==> config.mk <==
export PLATFORM = sky130hd
export DESIGN_NAME = wb_port_arbiter_flat
export DESIGN_NICKNAME = d
export VERILOG_FILES = /design/src/rtl/wb_arb_pkg.sv /design/src/rtl/wb_port_arbiter_if.sv /design/src/rtl/wb_pend_fifo.sv /design/src/rtl/wb_port_arbiter.sv /design/src/flat_wrapper.sv
export SDC_FILE = /design/constraint.sdc
export NUM_CORES = 1
export LEC_CHECK = 0
export BUFFER_PORTS_ARGS = -buffer_cell sky130_fd_sc_hd__buf_2
export CORE_UTILIZATION = 49
export CTS_CLUSTER_SIZE = 30
export DETAILED_ROUTE_END_ITERATION = 16
export GPL_ROUTABILITY_DRIVEN = 0
export GPL_TIMING_DRIVEN = 0
export PLACE_DENSITY_LB_ADDON = 0.08
export SLEW_MARGIN = 20
export SYNTH_ARGS = -nofsm -noshare
export SYNTH_HDL_FRONTEND = slang
export SYNTH_SLANG_ARGS = --single-unit
==> constraint.sdc <==
create_clock -name clk -period 4.22 [get_ports clk]
set_input_delay 0.422 -clock clk [delete_from_list [all_inputs] [get_ports clk]]
set_output_delay 0.422 -clock clk [all_outputs]
set_load 0.05 [all_outputs]
==> src/rtl/wb_arb_pkg.sv <==
// Shared definitions for the writeback port arbiter.
// Contents: default widths and depth, the pending-entry layout and the
// queue-occupancy state encoding exposed on the debug state output.
package wb_arb_pkg;

  localparam int         DEF_XLEN    = 32;
  localparam int         DEF_DEPTH   = 2;
  localparam logic [4:0] DEF_LINK_RD = 5'd31;

  // One register-file write: destination and value.
  typedef struct packed {
    logic [4:0]          rd;
    logic [DEF_XLEN-1:0] data;
  } wb_entry_t;

  // Occupancy of the pending-write queue.
  typedef enum logic [1:0] {
    ST_EMPTY = 2'd0,
    ST_PEND  = 2'd1,
    ST_FULL  = 2'd2
  } arb_state_t;

endpackage

==> src/rtl/wb_port_arbiter_if.sv <==
// Bundle between the writeback stage, the arbiter and the register file.
// Upstream side : WB_we/WB_rd/WB_data_mem, WB_link_we/WB_link_addr, stall.
// Register side : rf_we/rf_rd/rf_wdata (registered write port).
// Bypass side   : q_rs lookup address, q_hit/q_data answer.
// Status        : overflow (sticky), state (queue occupancy, debug).
//
// Handshake: WB_we and WB_link_we are requests; stall is the inverted
// ready. A request is accepted in a cycle exactly when stall==0 at the
// rising edge; while stall==1 upstream must hold its inputs and present
// no requests, and any request it does present is dropped and flagged
// on overflow.
interface wb_port_arbiter_if #(
  parameter int XLEN = 32
);
  import wb_arb_pkg::*;

  logic            WB_we;
  logic [4:0]      WB_rd;
  logic [XLEN-1:0] WB_data_mem;
  logic            WB_link_we;
  logic [XLEN-1:0] WB_link_addr;
  logic            rf_we;
  logic [4:0]      rf_rd;
  logic [XLEN-1:0] rf_wdata;
  logic            stall;
  logic            overflow;
  logic [4:0]      q_rs;
  logic            q_hit;
  logic [XLEN-1:0] q_data;
  arb_state_t      state;

  modport master (
    output WB_we, WB_rd, WB_data_mem, WB_link_we, WB_link_addr, q_rs,
    input  rf_we, rf_rd, rf_wdata, stall, overflow, q_hit, q_data, state
  );

  modport slave (
    input  WB_we, WB_rd, WB_data_mem, WB_link_we, WB_link_addr, q_rs,
    output rf_we, rf_rd, rf_wdata, stall, overflow, q_hit, q_data, state
  );

endinterface

==> src/rtl/wb_pend_fifo.sv <==
// Ordered queue of pending register-file writes.
// Entry 0 is the oldest. Per cycle it can pop the head and append up to
// two entries (push_n = 0..2, entry 0 first). The caller guarantees the
// result never exceeds DEPTH.
// Ports: clk, rst (async, active-high), pop, push_n, push_rd0/1,
// push_data0/1, count, count_next, head_rd, head_data,
// lk_rs -> lk_hit/lk_data (youngest matching entry wins).
module wb_pend_fifo #(
  parameter int XLEN  = 32,
  parameter int DEPTH = 2,
  parameter int CW    = $clog2(DEPTH + 1)
) (
  input  logic            clk,
  input  logic            rst,
  input  logic            pop,
  input  logic [1:0]      push_n,
  input  logic [4:0]      push_rd0,
  input  logic [XLEN-1:0] push_data0,
  input  logic [4:0]      push_rd1,
  input  logic [XLEN-1:0] push_data1,
  output logic [CW-1:0]   count,
  output logic [CW-1:0]   count_next,
  output logic [4:0]      head_rd,
  output logic [XLEN-1:0] head_data,
  input  logic [4:0]      lk_rs,
  output logic            lk_hit,
  output logic [XLEN-1:0] lk_data
);

  logic [4:0]      rd_q   [DEPTH];
  logic [XLEN-1:0] data_q [DEPTH];
  logic [4:0]      rd_n   [DEPTH];
  logic [XLEN-1:0] data_n [DEPTH];
  int              base;

  assign count_next = count - CW'(pop) + CW'(push_n);
  assign head_rd    = rd_q[0];
  assign head_data  = data_q[0];

  // Shift down on pop, then append behind the surviving entries.
  always_comb begin
    rd_n   = rd_q;
    data_n = data_q;
    base   = int'(count) - int'(pop);
    if (pop) begin
      for (int i = 0; i < DEPTH - 1; i++) begin
        rd_n[i]   = rd_q[i+1];
        data_n[i] = data_q[i+1];
      end
    end
    for (int i = 0; i < DEPTH; i++) begin
      if (push_n != 2'd0 && i == base) begin
        rd_n[i]   = push_rd0;
        data_n[i] = push_data0;
      end
      if (push_n == 2'd2 && i == base + 1) begin
        rd_n[i]   = push_rd1;
        data_n[i] = push_data1;
      end
    end
  end

  always_ff @(posedge clk or posedge rst) begin
    if (rst) begin
      count  <= '0;
      rd_q   <= '{default: '0};
      data_q <= '{default: '0};
    end else begin
      count  <= count_next;
      rd_q   <= rd_n;
      data_q <= data_n;
    end
  end

  // Scan oldest to youngest so the youngest valid match overrides.
  always_comb begin
    lk_hit  = 1'b0;
    lk_data = '0;
    for (int i = 0; i < DEPTH; i++) begin
      if (i < int'(count) && rd_q[i] == lk_rs) begin
        lk_hit  = 1'b1;
        lk_data = data_q[i];
      end
    end
  end

endmodule

==> src/rtl/wb_port_arbiter.sv <==
// Serialises up to two writeback writes per cycle (data write and JALX
// link write) onto a single register-file write port.
// Candidates in program order: queue head, incoming data write, incoming
// link write. The oldest valid one goes to the rf_* registers, the rest
// are queued. Writes to register 0 are dropped.
// Ports: clk, rst (async, active-high), bus (slave side of
// wb_port_arbiter_if: WB_* requests, rf_* write port, stall, overflow,
// q_rs/q_hit/q_data bypass lookup, state debug).
// DEPTH must be at least 2.
module wb_port_arbiter
  import wb_arb_pkg::*;
#(
  parameter int         XLEN    = DEF_XLEN,
  parameter logic [4:0] LINK_RD = DEF_LINK_RD,
  parameter int         DEPTH   = DEF_DEPTH
) (
  input  logic             clk,
  input  logic             rst,
  wb_port_arbiter_if.slave bus
);

  localparam int CW = $clog2(DEPTH + 1);

  logic [CW-1:0]   count;
  logic [CW-1:0]   count_next;
  logic [4:0]      head_rd;
  logic [XLEN-1:0] head_data;
  logic            lk_hit;
  logic [XLEN-1:0] lk_data;

  logic            stall;
  logic            v_head, v_data, v_link;
  logic            iss_valid;
  logic [4:0]      iss_rd;
  logic [XLEN-1:0] iss_data;
  logic            pop;
  logic [1:0]      push_n;
  logic [4:0]      e0_rd, e1_rd;
  logic [XLEN-1:0] e0_data, e1_data;

  arb_state_t      state;
  logic            rf_we_q;
  logic [4:0]      rf_rd_q;
  logic [XLEN-1:0] rf_wdata_q;
  logic            overflow_q;

  // Stall once only one slot (or none) is left, so that a worst-case
  // cycle of two new requests can always be absorbed.
  assign stall  = !rst && (count >= CW'(DEPTH - 1));

  assign v_head = (count != '0);
  assign v_data = !stall && bus.WB_we && (bus.WB_rd != 5'd0);
  assign v_link = !stall && bus.WB_link_we && (LINK_RD != 5'd0);

  // Issue the oldest valid candidate, enqueue the others in order.
  always_comb begin
    iss_valid = 1'b0;
    iss_rd    = '0;
    iss_data  = '0;
    pop       = 1'b0;
    push_n    = 2'd0;
    e0_rd     = '0;
    e0_data   = '0;
    e1_rd     = '0;
    e1_data   = '0;
    if (v_head) begin
      iss_valid = 1'b1;
      iss_rd    = head_rd;
      iss_data  = head_data;
      pop       = 1'b1;
      if (v_data) begin
        e0_rd   = bus.WB_rd;
        e0_data = bus.WB_data_mem;
        if (v_link) begin
          e1_rd   = LINK_RD;
          e1_data = bus.WB_link_addr;
          push_n  = 2'd2;
        end else begin
          push_n  = 2'd1;
        end
      end else if (v_link) begin
        e0_rd   = LINK_RD;
        e0_data = bus.WB_link_addr;
        push_n  = 2'd1;
      end
    end else if (v_data) begin
      iss_valid = 1'b1;
      iss_rd    = bus.WB_rd;
      iss_data  = bus.WB_data_mem;
      if (v_link) begin
        e0_rd   = LINK_RD;
        e0_data = bus.WB_link_addr;
        push_n  = 2'd1;
      end
    end else if (v_link) begin
      iss_valid = 1'b1;
      iss_rd    = LINK_RD;
      iss_data  = bus.WB_link_addr;
    end
  end

  wb_pend_fifo #(
    .XLEN  (XLEN),
    .DEPTH (DEPTH),
    .CW    (CW)
  ) u_fifo (
    .clk        (clk),
    .rst        (rst),
    .pop        (pop),
    .push_n     (push_n),
    .push_rd0   (e0_rd),
    .push_data0 (e0_data),
    .push_rd1   (e1_rd),
    .push_data1 (e1_data),
    .count      (count),
    .count_next (count_next),
    .head_rd    (head_rd),
    .head_data  (head_data),
    .lk_rs      (bus.q_rs),
    .lk_hit     (lk_hit),
    .lk_data    (lk_data)
  );

  // Occupancy FSM with the registered write port and sticky overflow.
  always_ff @(posedge clk or posedge rst) begin
    if (rst) begin
      state      <= ST_EMPTY;
      rf_we_q    <= 1'b0;
      rf_rd_q    <= '0;
      rf_wdata_q <= '0;
      overflow_q <= 1'b0;
    end else begin
      rf_we_q <= iss_valid;
      if (iss_valid) begin
        rf_rd_q    <= iss_rd;
        rf_wdata_q <= iss_data;
      end
      if (stall && (bus.WB_we || bus.WB_link_we)) begin
        overflow_q <= 1'b1;
      end
      case (state)
        ST_EMPTY: if (count_next != '0) state <= ST_PEND;
        ST_PEND: begin
          if (count_next == '0)              state <= ST_EMPTY;
          else if (count_next == CW'(DEPTH)) state <= ST_FULL;
        end
        ST_FULL:  if (count_next < CW'(DEPTH)) state <= ST_PEND;
        default:  state <= ST_EMPTY;
      endcase
    end
  end

  // Bypass: queue (youngest first) beats the outgoing rf register.
  always_comb begin
    bus.q_hit  = 1'b0;
    bus.q_data = '0;
    if (bus.q_rs != 5'd0) begin
      if (lk_hit) begin
        bus.q_hit  = 1'b1;
        bus.q_data = lk_data;
      end else if (rf_we_q && rf_rd_q == bus.q_rs) begin
        bus.q_hit  = 1'b1;
        bus.q_data = rf_wdata_q;
      end
    end
  end

  assign bus.stall    = stall;
  assign bus.rf_we    = rf_we_q;
  assign bus.rf_rd    = rf_rd_q;
  assign bus.rf_wdata = rf_wdata_q;
  assign bus.overflow = overflow_q;
  assign bus.state    = state;

endmodule

==> src/flat_wrapper.sv <==
// flat-port wrapper written by rule: the top's interface ports become plain ports
module wb_port_arbiter_flat import wb_arb_pkg::*;
#(
  parameter int         XLEN    = DEF_XLEN,
  parameter logic [4:0] LINK_RD = DEF_LINK_RD,
  parameter int         DEPTH   = DEF_DEPTH
)
  (clk, rst, bus_WB_we, bus_WB_rd, bus_WB_data_mem, bus_WB_link_we, bus_WB_link_addr, bus_q_rs, bus_rf_we, bus_rf_rd, bus_rf_wdata, bus_stall, bus_overflow, bus_q_hit, bus_q_data, bus_state);
  wb_port_arbiter_if #(.XLEN(XLEN)) bus_i ();
  input  logic clk;
  input  logic rst;
  input wire logic [$bits(bus_i.WB_we)-1:0] bus_WB_we;
  input wire logic [$bits(bus_i.WB_rd)-1:0] bus_WB_rd;
  input wire logic [$bits(bus_i.WB_data_mem)-1:0] bus_WB_data_mem;
  input wire logic [$bits(bus_i.WB_link_we)-1:0] bus_WB_link_we;
  input wire logic [$bits(bus_i.WB_link_addr)-1:0] bus_WB_link_addr;
  input wire logic [$bits(bus_i.q_rs)-1:0] bus_q_rs;
  output wire logic [$bits(bus_i.rf_we)-1:0] bus_rf_we;
  output wire logic [$bits(bus_i.rf_rd)-1:0] bus_rf_rd;
  output wire logic [$bits(bus_i.rf_wdata)-1:0] bus_rf_wdata;
  output wire logic [$bits(bus_i.stall)-1:0] bus_stall;
  output wire logic [$bits(bus_i.overflow)-1:0] bus_overflow;
  output wire logic [$bits(bus_i.q_hit)-1:0] bus_q_hit;
  output wire logic [$bits(bus_i.q_data)-1:0] bus_q_data;
  output wire logic [$bits(bus_i.state)-1:0] bus_state;
  assign bus_i.WB_we = bus_WB_we;
  assign bus_i.WB_rd = bus_WB_rd;
  assign bus_i.WB_data_mem = bus_WB_data_mem;
  assign bus_i.WB_link_we = bus_WB_link_we;
  assign bus_i.WB_link_addr = bus_WB_link_addr;
  assign bus_i.q_rs = bus_q_rs;
  assign bus_rf_we = bus_i.rf_we;
  assign bus_rf_rd = bus_i.rf_rd;
  assign bus_rf_wdata = bus_i.rf_wdata;
  assign bus_stall = bus_i.stall;
  assign bus_overflow = bus_i.overflow;
  assign bus_q_hit = bus_i.q_hit;
  assign bus_q_data = bus_i.q_data;
  assign bus_state = bus_i.state;
  wb_port_arbiter #(.XLEN(XLEN), .LINK_RD(LINK_RD), .DEPTH(DEPTH)) u_core (.clk(clk), .rst(rst), .bus(bus_i));
endmodule
After elaboration in Yosys (flattened, before gate mapping) --
Cells that the tools add are included. W data, S select, Z words.
Cells by class: add/sub/neg operators 4, $lt $le $gt $ge 4, equal/unequal tests 12, muxes and demuxes 46, reductions and logical operators 27
Operator list (number):
- $mux W32 | 16
- $logic_not A32 Y1 | 2
- $mux W5 | 11
- $mux W2 | 8
- $eq A5 B5 Y1 | 3
- $logic_and A1 B1 Y1 | 12
- $mux W1 | 10
- $reduce_bool A5 Y1 | 2
- $reduce_bool A2 Y1 | 4
- $eq A2 B2 Y1 const B | 3
- $pmux W2 S3 | 1
- $add A3 B2 Y4 const B | 1
- $eq A2 B4 Y1 const A | 1
- $logic_not A2 Y1 | 2
- $lt A1 B2 Y1 const A | 2
- $ne A2 B1 Y1 const B | 2
- $eq A2 B3 Y1 const A | 1
- $ne A3 B1 Y1 const B | 1
- $reduce_and A3 Y1 | 1
- $reduce_bool A3 Y1 | 1
- $sub A2 B1 Y3 | 1
- $add A2 B2 Y2 | 1
- $eq A2 B1 Y1 const B | 1
- $ge A2 B1 Y1 const B | 1
- 4 further kinds | 5
Storage, ports and cells: bits in registers 117, bits of input ports 78, output and inout bits 75

Depth between registers and ports, before layout --
depth in word-level cells 12, mapped depth 15, gate-level depth less buffers 14

Hierarchy --
From an unflattened synthesis, not the netlist that was laid out.
Unflattened totals: cell total of the unflattened synthesis 1028, area total of the unflattened synthesis 8998.6 um^2
Modules (own cells, without submodules):
- wb_pend_fifo | instances 1, cells each 545, area an instance 5163.7 um^2, sequential area each 1901.8 um^2
- wb_port_arbiter | instances 1, cells each 483, area an instance 3834.9 um^2, sequential area each 1026.0 um^2

Worst setup path before layout --
Ideal clock, no wire load.
kind input-to-reg, start input rst, end register u_core.state[0] (netlist: u_core.bus.state[0]), setup time 0.090 ns, arrival 5.303 ns, data required time 4.130 ns, setup slack -1.172 ns, stages 12, path through inv_1 -> nand2_1 -> and2_1 -> ha_1 -> mux2i_1 -> ha_1 -> inv_1 -> ha_1 -> xnor2_1 -> xnor2_1 -> a21oi_1 -> o22ai_1
On the way: longest elaborated chain between the ends 11
RTL lines:
- from (decl) | RTL line flat_wrapper.sv:11 | input logic rst;
- $logic_not A1 Y1 (no line) *
- $logic_and A1 B1 Y1 * | RTL line wb_port_arbiter.sv:49 | assign stall = !rst && (count >= CW'(DEPTH - 1));
- $logic_not A1 Y1 * | RTL line wb_port_arbiter.sv:52, wb_port_arbiter.sv:53
- $logic_and A1 B1 Y1 (on tied branches) | RTL line wb_port_arbiter.sv:53, wb_port_arbiter.sv:52
- $mux W1, or another cell as far along | RTL line wb_port_arbiter.sv:81, wb_port_arbiter.sv:90
- $mux W2 (on tied branches) | RTL line wb_port_arbiter.sv:86, wb_port_arbiter.sv:71
- $mux W2 * | RTL line wb_port_arbiter.sv:66 | if (v_head) begin
- $add A2 B2 Y2 * | RTL line wb_pend_fifo.sv:36 | assign count_next = count - CW'(pop) + CW'(push_n);
- net u_core.count_next[1] | RTL line wb_port_arbiter.sv:25 | logic [CW-1:0] count_next;
- $lt A2 B2 Y1, or another cell as far along | RTL line wb_port_arbiter.sv:147 | ST_FULL: if (count_next < CW'(DEPTH)) state <= ST_PEND;
- $ne A2 B1 Y1 (no line), or another cell as far along
- $reduce_and A3 Y1 (no line) / $pmux W2 S3 (equally long branches)
- to (signal assigned) | RTL line wb_port_arbiter.sv:145 | else if (count_next == CW'(DEPTH)) state <= ST_FULL;
- to (signal assigned) | RTL line wb_port_arbiter.sv:147
- to (signal assigned) | RTL line wb_port_arbiter.sv:148 | default: state <= ST_EMPTY;
- to (decl) | RTL line wb_port_arbiter.sv:41 | arb_state_t state;
The timed path passes the listed nets; every way through them passes the cells marked *. A chain may end at the register's enable or synchronous reset.

Final worst setup path --
start input bus_WB_we, end register u_core.u_fifo.data_q[14] (netlist name)
On the way: longest elaborated chain between the ends 7
RTL lines:
- from (decl) | RTL line flat_wrapper.sv:12 | input wire logic [$bits(bus_i.WB_we)-1:0] bus_WB_we;
- $logic_and A1 B1 Y1 * (2 in a row) | RTL line wb_port_arbiter.sv:52 | assign v_data = !stall && bus.WB_we && (bus.WB_rd != 5'd0);
- $mux W2 (on tied branches) | RTL line wb_port_arbiter.sv:86, wb_port_arbiter.sv:71
- $mux W2 | RTL line wb_port_arbiter.sv:66
- $eq A2 B2 Y1 / $reduce_bool A2 Y1 (equally long branches) | RTL line wb_pend_fifo.sv:56, wb_pend_fifo.sv:52
- $logic_and A1 B1 Y1 (on tied branches) | RTL line wb_pend_fifo.sv:56, wb_pend_fifo.sv:52
- $mux W32 / $reduce_bool A2 Y1 (equally long branches)
- to (signal assigned) | RTL line wb_pend_fifo.sv:71 | data_q <= data_n;
- to (decl) | RTL line wb_pend_fifo.sv:31 | logic [XLEN-1:0] data_q [DEPTH];
Mark *: on every way between the ends. The rest lies on a longest branch, timed or not. The select of a mux whose other input is x is not followed.

==> flow_summary.html <==
<table>
<tr><th>Metric</th><th>Value</th></tr>
<tr><th colspan="2">Status</th></tr>
<tr><td>Run status</td><td>finished, final reports clean</td></tr>
<tr><th colspan="2">Finish</th></tr>
<tr><td>Area added between synthesis and finish</td><td>25.20%</td></tr>
<tr><td>Layout fillers</td><td>1,148</td></tr>
<tr><td>Number of diodes added for antenna fixing</td><td>0</td></tr>
<tr><td>Final-stage net count</td><td>975</td></tr>
<tr><td>Sequential cell area</td><td>0.002928 mm^2</td></tr>
<tr><td>Fraction of final layout cells sized beyond drive strength 1</td><td>23.29%</td></tr>
<tr><td>Area occupied by multi-input gates</td><td>0.003398 mm^2</td></tr>
<tr><td>End-of-flow core utilization</td><td>62.73%</td></tr>
<tr><th colspan="2">Die</th></tr>
<tr><td>Starting Density</td><td>50.10%</td></tr>
<tr><td>Full die area</td><td>0.01396 mm^2</td></tr>
<tr><td>Core footprint</td><td>0.01319 mm^2</td></tr>
<tr><td>Cell Rows</td><td>42</td></tr>
<tr><td>Die H</td><td>118.1 um</td></tr>
<tr><td>Number of top-level pins</td><td>153</td></tr>
<tr><td>Die width</td><td>118.1 um</td></tr>
<tr><th colspan="2">Place</th></tr>
<tr><td>Detailed-placement wirelength estimate</td><td>16,220 um</td></tr>
<tr><td>Port Buf Inserts</td><td>150</td></tr>
<tr><th colspan="2">Power and ir drop</th></tr>
<tr><td>Total chip power</td><td>6223 uW</td></tr>
<tr><td>Worst supply voltage drop on vdd</td><td>0.3283 mV</td></tr>
<tr><td>LEAKAGE</td><td>0.003793 uW</td></tr>
<tr><td>Pwr per Cell Area</td><td>752.1 mW/mm^2</td></tr>
<tr><th colspan="2">Clocking</th></tr>
<tr><td>Hold buffer count at CTS</td><td>0</td></tr>
<tr><td>Library cell used as clock root buffer</td><td>sky130_fd_sc_hd__clkbuf_16</td></tr>
<tr><td>Clk_lat worst skew</td><td>0.42 ns</td></tr>
<tr><td>Number of gates resized after CTS</td><td>0</td></tr>
<tr><td>Clock sink total</td><td>117</td></tr>
<tr><td>Bufs on Longest Clock Path</td><td>2</td></tr>
<tr><td>Post-CTS Setup Bufs</td><td>0</td></tr>
<tr><td>Clock buffer count from CTS</td><td>17</td></tr>
<tr><td>CTS tree</td><td>done</td></tr>
<tr><td>H-tree depth</td><td>4</td></tr>
<tr><td>Post-CTS clock slew at the launch and capture registers of the worst setup and hold paths</td><td>0.05 ns</td></tr>
<tr><th colspan="2">Synthesis</th></tr>
<tr><td>Synthesized area per cell</td><td>9.179 um^2</td></tr>
<tr><td>Number of synthesis warnings</td><td>0</td></tr>
<tr><td>Dominant cells by area after synthesis</td><td>sky130_fd_sc_hd__dfrtp_1 44%, sky130_fd_sc_hd__o221ai_1 8.5%, sky130_fd_sc_hd__nand2_1 6.1%</td></tr>
<tr><td>Sequential share of the synthesized area</td><td>44.30%</td></tr>
<tr><td>FF+latch count, synth</td><td>117</td></tr>
<tr><td>Post-Syn Area</td><td>0.006609 mm^2</td></tr>
<tr><td>Cells after synthesis</td><td>720</td></tr>
<tr><td>Number of distinct library cells after synthesis</td><td>42</td></tr>
<tr><td>Fraction of post-synthesis cell area in the top cell type by area</td><td>44.30%</td></tr>
<tr><td>Most frequently used flop master after synthesis</td><td>sky130_fd_sc_hd__dfrtp_1</td></tr>
<tr><td>EDFF count, synth</td><td>0</td></tr>
<tr><td>Ys async rst share</td><td>100.0%</td></tr>
<tr><td>Area leader, netlist</td><td>sky130_fd_sc_hd__dfrtp_1</td></tr>
<tr><td>Synthesized netlist net count</td><td>802</td></tr>
<tr><th colspan="2">Run</th></tr>
<tr><td>Maximum Capacitance Violations</td><td>0</td></tr>
<tr><th colspan="2">Critical path</th></tr>
<tr><td>Setup Crit Path Kind</td><td>in -&gt; reg</td></tr>
<tr><td>Worst reg2reg path startpoint</td><td>u_core.u_fifo.count[0]$_DFF_PP0_</td></tr>
<tr><td>Worst Path Arrival</td><td>4.05 ns</td></tr>
<tr><td>Maximum fanout encountered on the critical timing path</td><td>10</td></tr>
<tr><td>Number of cells on the worst reg-to-reg path</td><td>13</td></tr>
<tr><td>Crit Reg-Reg Endpoint</td><td>u_core.u_fifo.data_q[14]$_DFFE_PP0P_</td></tr>
<tr><td>Kind of start point of the critical path</td><td>primary input</td></tr>
<tr><td>Register-to-Register Setup Slack</td><td>0.75 ns</td></tr>
<tr><td>Kind of capture point of the worst setup path</td><td>flip-flop</td></tr>
<tr><td>Required time at the worst-slack endpoint</td><td>4.54 ns</td></tr>
<tr><th colspan="2">STA</th></tr>
<tr><td>Slew Viols, Final</td><td>0</td></tr>
<tr><td>Share of the clock period used by the worst path</td><td>88.31%</td></tr>
<tr><td>Unrepaired setup endpoints after global routing</td><td>false</td></tr>
<tr><td>Headroom to the max-slew limit</td><td>53.77%</td></tr>
<tr><td>Final-report setup violation count</td><td>0</td></tr>
<tr><td>Crit path time final</td><td>3.727 ns</td></tr>
<tr><td>Final count of hold timing violations</td><td>0</td></tr>
<tr><td>Max Clock Skew</td><td>0.005763 ns</td></tr>
<tr><td>Slew at the pin with the worst max-slew slack</td><td>0.6934 ns</td></tr>
<tr><td>Maximum clock frequency</td><td>0.2683 GHz</td></tr>
<tr><th colspan="2">Global route</th></tr>
<tr><td>Wire length of the first global-routing pass</td><td>36,180 um</td></tr>
<tr><td>Overflow left after global routing</td><td>0</td></tr>
<tr><td>Via count of the first global-routing pass</td><td>6,852</td></tr>
<tr><td>Total global-route track usage</td><td>33.89%</td></tr>
<tr><td>Antenna violations before repair</td><td>0</td></tr>
<tr><td>Pin count of the biggest net entering global routing</td><td>34</td></tr>
<tr><th colspan="2">Routing</th></tr>
<tr><td>Wirelength, routed</td><td>23,230 um</td></tr>
<tr><td>Final ANT Viol Nets</td><td>0</td></tr>
<tr><td>DR DRC count</td><td>0</td></tr>
<tr><td>Routed len/inst</td><td>21.47 um</td></tr>
<tr><td>Number of iterations in the first detailed-routing pass</td><td>5</td></tr>
<tr><td>Violation count after the first detailed-routing iteration</td><td>830</td></tr>
<tr><td>Via density per instance</td><td>6.494</td></tr>
<tr><td>Routed via count</td><td>7,027</td></tr>
<tr><th colspan="2">Hold path</th></tr>
<tr><td>Path type of the worst min-delay path</td><td>in -&gt; async</td></tr>
</table>
[sequential cells by signal, summed over array words and instances, names as in the netlist]
signal / flops
u_core.bus.overflow: 1
u_core.bus.rf_rd: 5
u_core.bus.rf_wdata: 32
u_core.bus.rf_we: 1
u_core.bus.state: 2
u_core.u_fifo.count: 2
u_core.u_fifo.data_q: 32
u_core.u_fifo.head_data: 32
u_core.u_fifo.head_rd: 5
u_core.u_fifo.rd_q: 5
[worst max-delay path by stage]
stage,from,to,slack (ns),depth (start not counted)
finish,bus_WB_we,u_core.u_fifo.data_q[14]$_DFFE_PP0P_,0.49,14
global route,bus_WB_we,u_core.u_fifo.data_q[16]$_DFFE_PP0P_,0.29,14
CTS,bus_WB_we,u_core.u_fifo.data_q[10]$_DFFE_PP0P_,0.60,14
detailed placement,bus_WB_we,u_core.u_fifo.head_data[15]$_DFFE_PP0P_,0.22,13
global placement,rst,u_core.u_fifo.head_data[17]$_DFFE_PP0P_,-1.82,11
floorplan,rst,u_core.bus.state[1]$_DFFE_PP0P_,-0.01,11
[layout make-up]
class / count / share of cell area (%)
Buffer: 64 / 3.387
Clock buffer: 21 / 5.565
Clock inverter: 11 / 1.300
Inverter: 10 / 0.4990
Multi-Input combinational cell: 529 / 41.07
Sequential cell: 117 / 35.38
Tap cell: 176 / 2.661
Timing Repair Buffer: 154 / 10.13
[cells in the mapped netlist (all sizes together), types with 2 or more instances]
cell,count
o22ai,6
inv,10
a21oi,43
nor3b,2
a2bb2oi,5
nor3,4
dfrtp,117
nor4,4
a22oi,32
xnor2,5
o221ai,65
xor2,12
nor2,42
nand2,108
o2bb2ai,32
nand3,6
o21ai,77
and2,5
ha,4
clkbuf,50
or3,2
mux2i,33
and3,2
a211oi,32
buf,14
[per-layer routing]
metal / part of all wire [%] / up-vias / track usage, %
met3: 9.7 / 58 / 7.095
met2: 49 / 469 / 54.23
li1: - / 3086 / -
met4: 2.8 / 0 / 16.51
met5: 0 / - / 0
met1: 39 / 3414 / 43.73
[cells by family after synthesis]
group	synth area share, %
compound gates	31.24
xor+xnor	2.253
flops	44.30
buf+inv	4.809
fa+ha+maj	0.7573
mux	4.998
simple gates	11.64
[worst max-delay path: stages]
cell	delay (ns)
sky130_fd_sc_hd__buf_2	0.12
sky130_fd_sc_hd__inv_1	0.07
sky130_fd_sc_hd__a21oi_2	0.44
sky130_fd_sc_hd__buf_2	0.37
sky130_fd_sc_hd__buf_1	0.52
sky130_fd_sc_hd__nand2_1	0.19
sky130_fd_sc_hd__inv_2	0.11
sky130_fd_sc_hd__ha_4	0.21
sky130_fd_sc_hd__nor2_1	0.28
sky130_fd_sc_hd__nor3b_2	0.17
sky130_fd_sc_hd__nor2_1	0.38
sky130_fd_sc_hd__clkbuf_1	0.53
sky130_fd_sc_hd__nand2_1	0.12
sky130_fd_sc_hd__o221ai_1	0.10
[placed cells by master, fill, tap and decap left out, drive strengths merged, types with 2 or more instances in the layout]
master,n
buf,168
dfrtp,117
nand2,108
o21ai,77
clkbuf,71
o221ai,65
a21oi,43
nor2,42
mux2i,33
a211oi,32
a22oi,32
o2bb2ai,32
xor2,12
inv,9
clkinv,8
o22ai,6
nand3,6
a2bb2oi,5
xnor2,5
and2,5
nor3,4
nor4,4
ha,4
nor3b,2
clkinvlp,2
or3,2
and3,2
bufinv,2
[where the power goes]
part	internal (uW)	total, uW	switching [uW]
Sequential	1620	2030	405
Clock	889	1400	509
Combinational	884	2800	1910
Total	3390	6220	2830
[through the flow]
step                      instances  area, um^2  hold slack, ns  TNS [ns]  setup slack (ns)
final                          1082        8274         0.01284         0            0.4933
after global routing           1082        8274         0.02180         0            0.2927
after floorplan                 720        6648          0.4710  -0.02050          -0.01167
after detailed placement       1050        7706          0.4468         0            0.2201
after global placement         1046        7619          0.4604   -184.83            -1.825
after CTS                      1082        8274        0.006899         0            0.5956
Note: power is estimated with default switching activity, not from simulation.
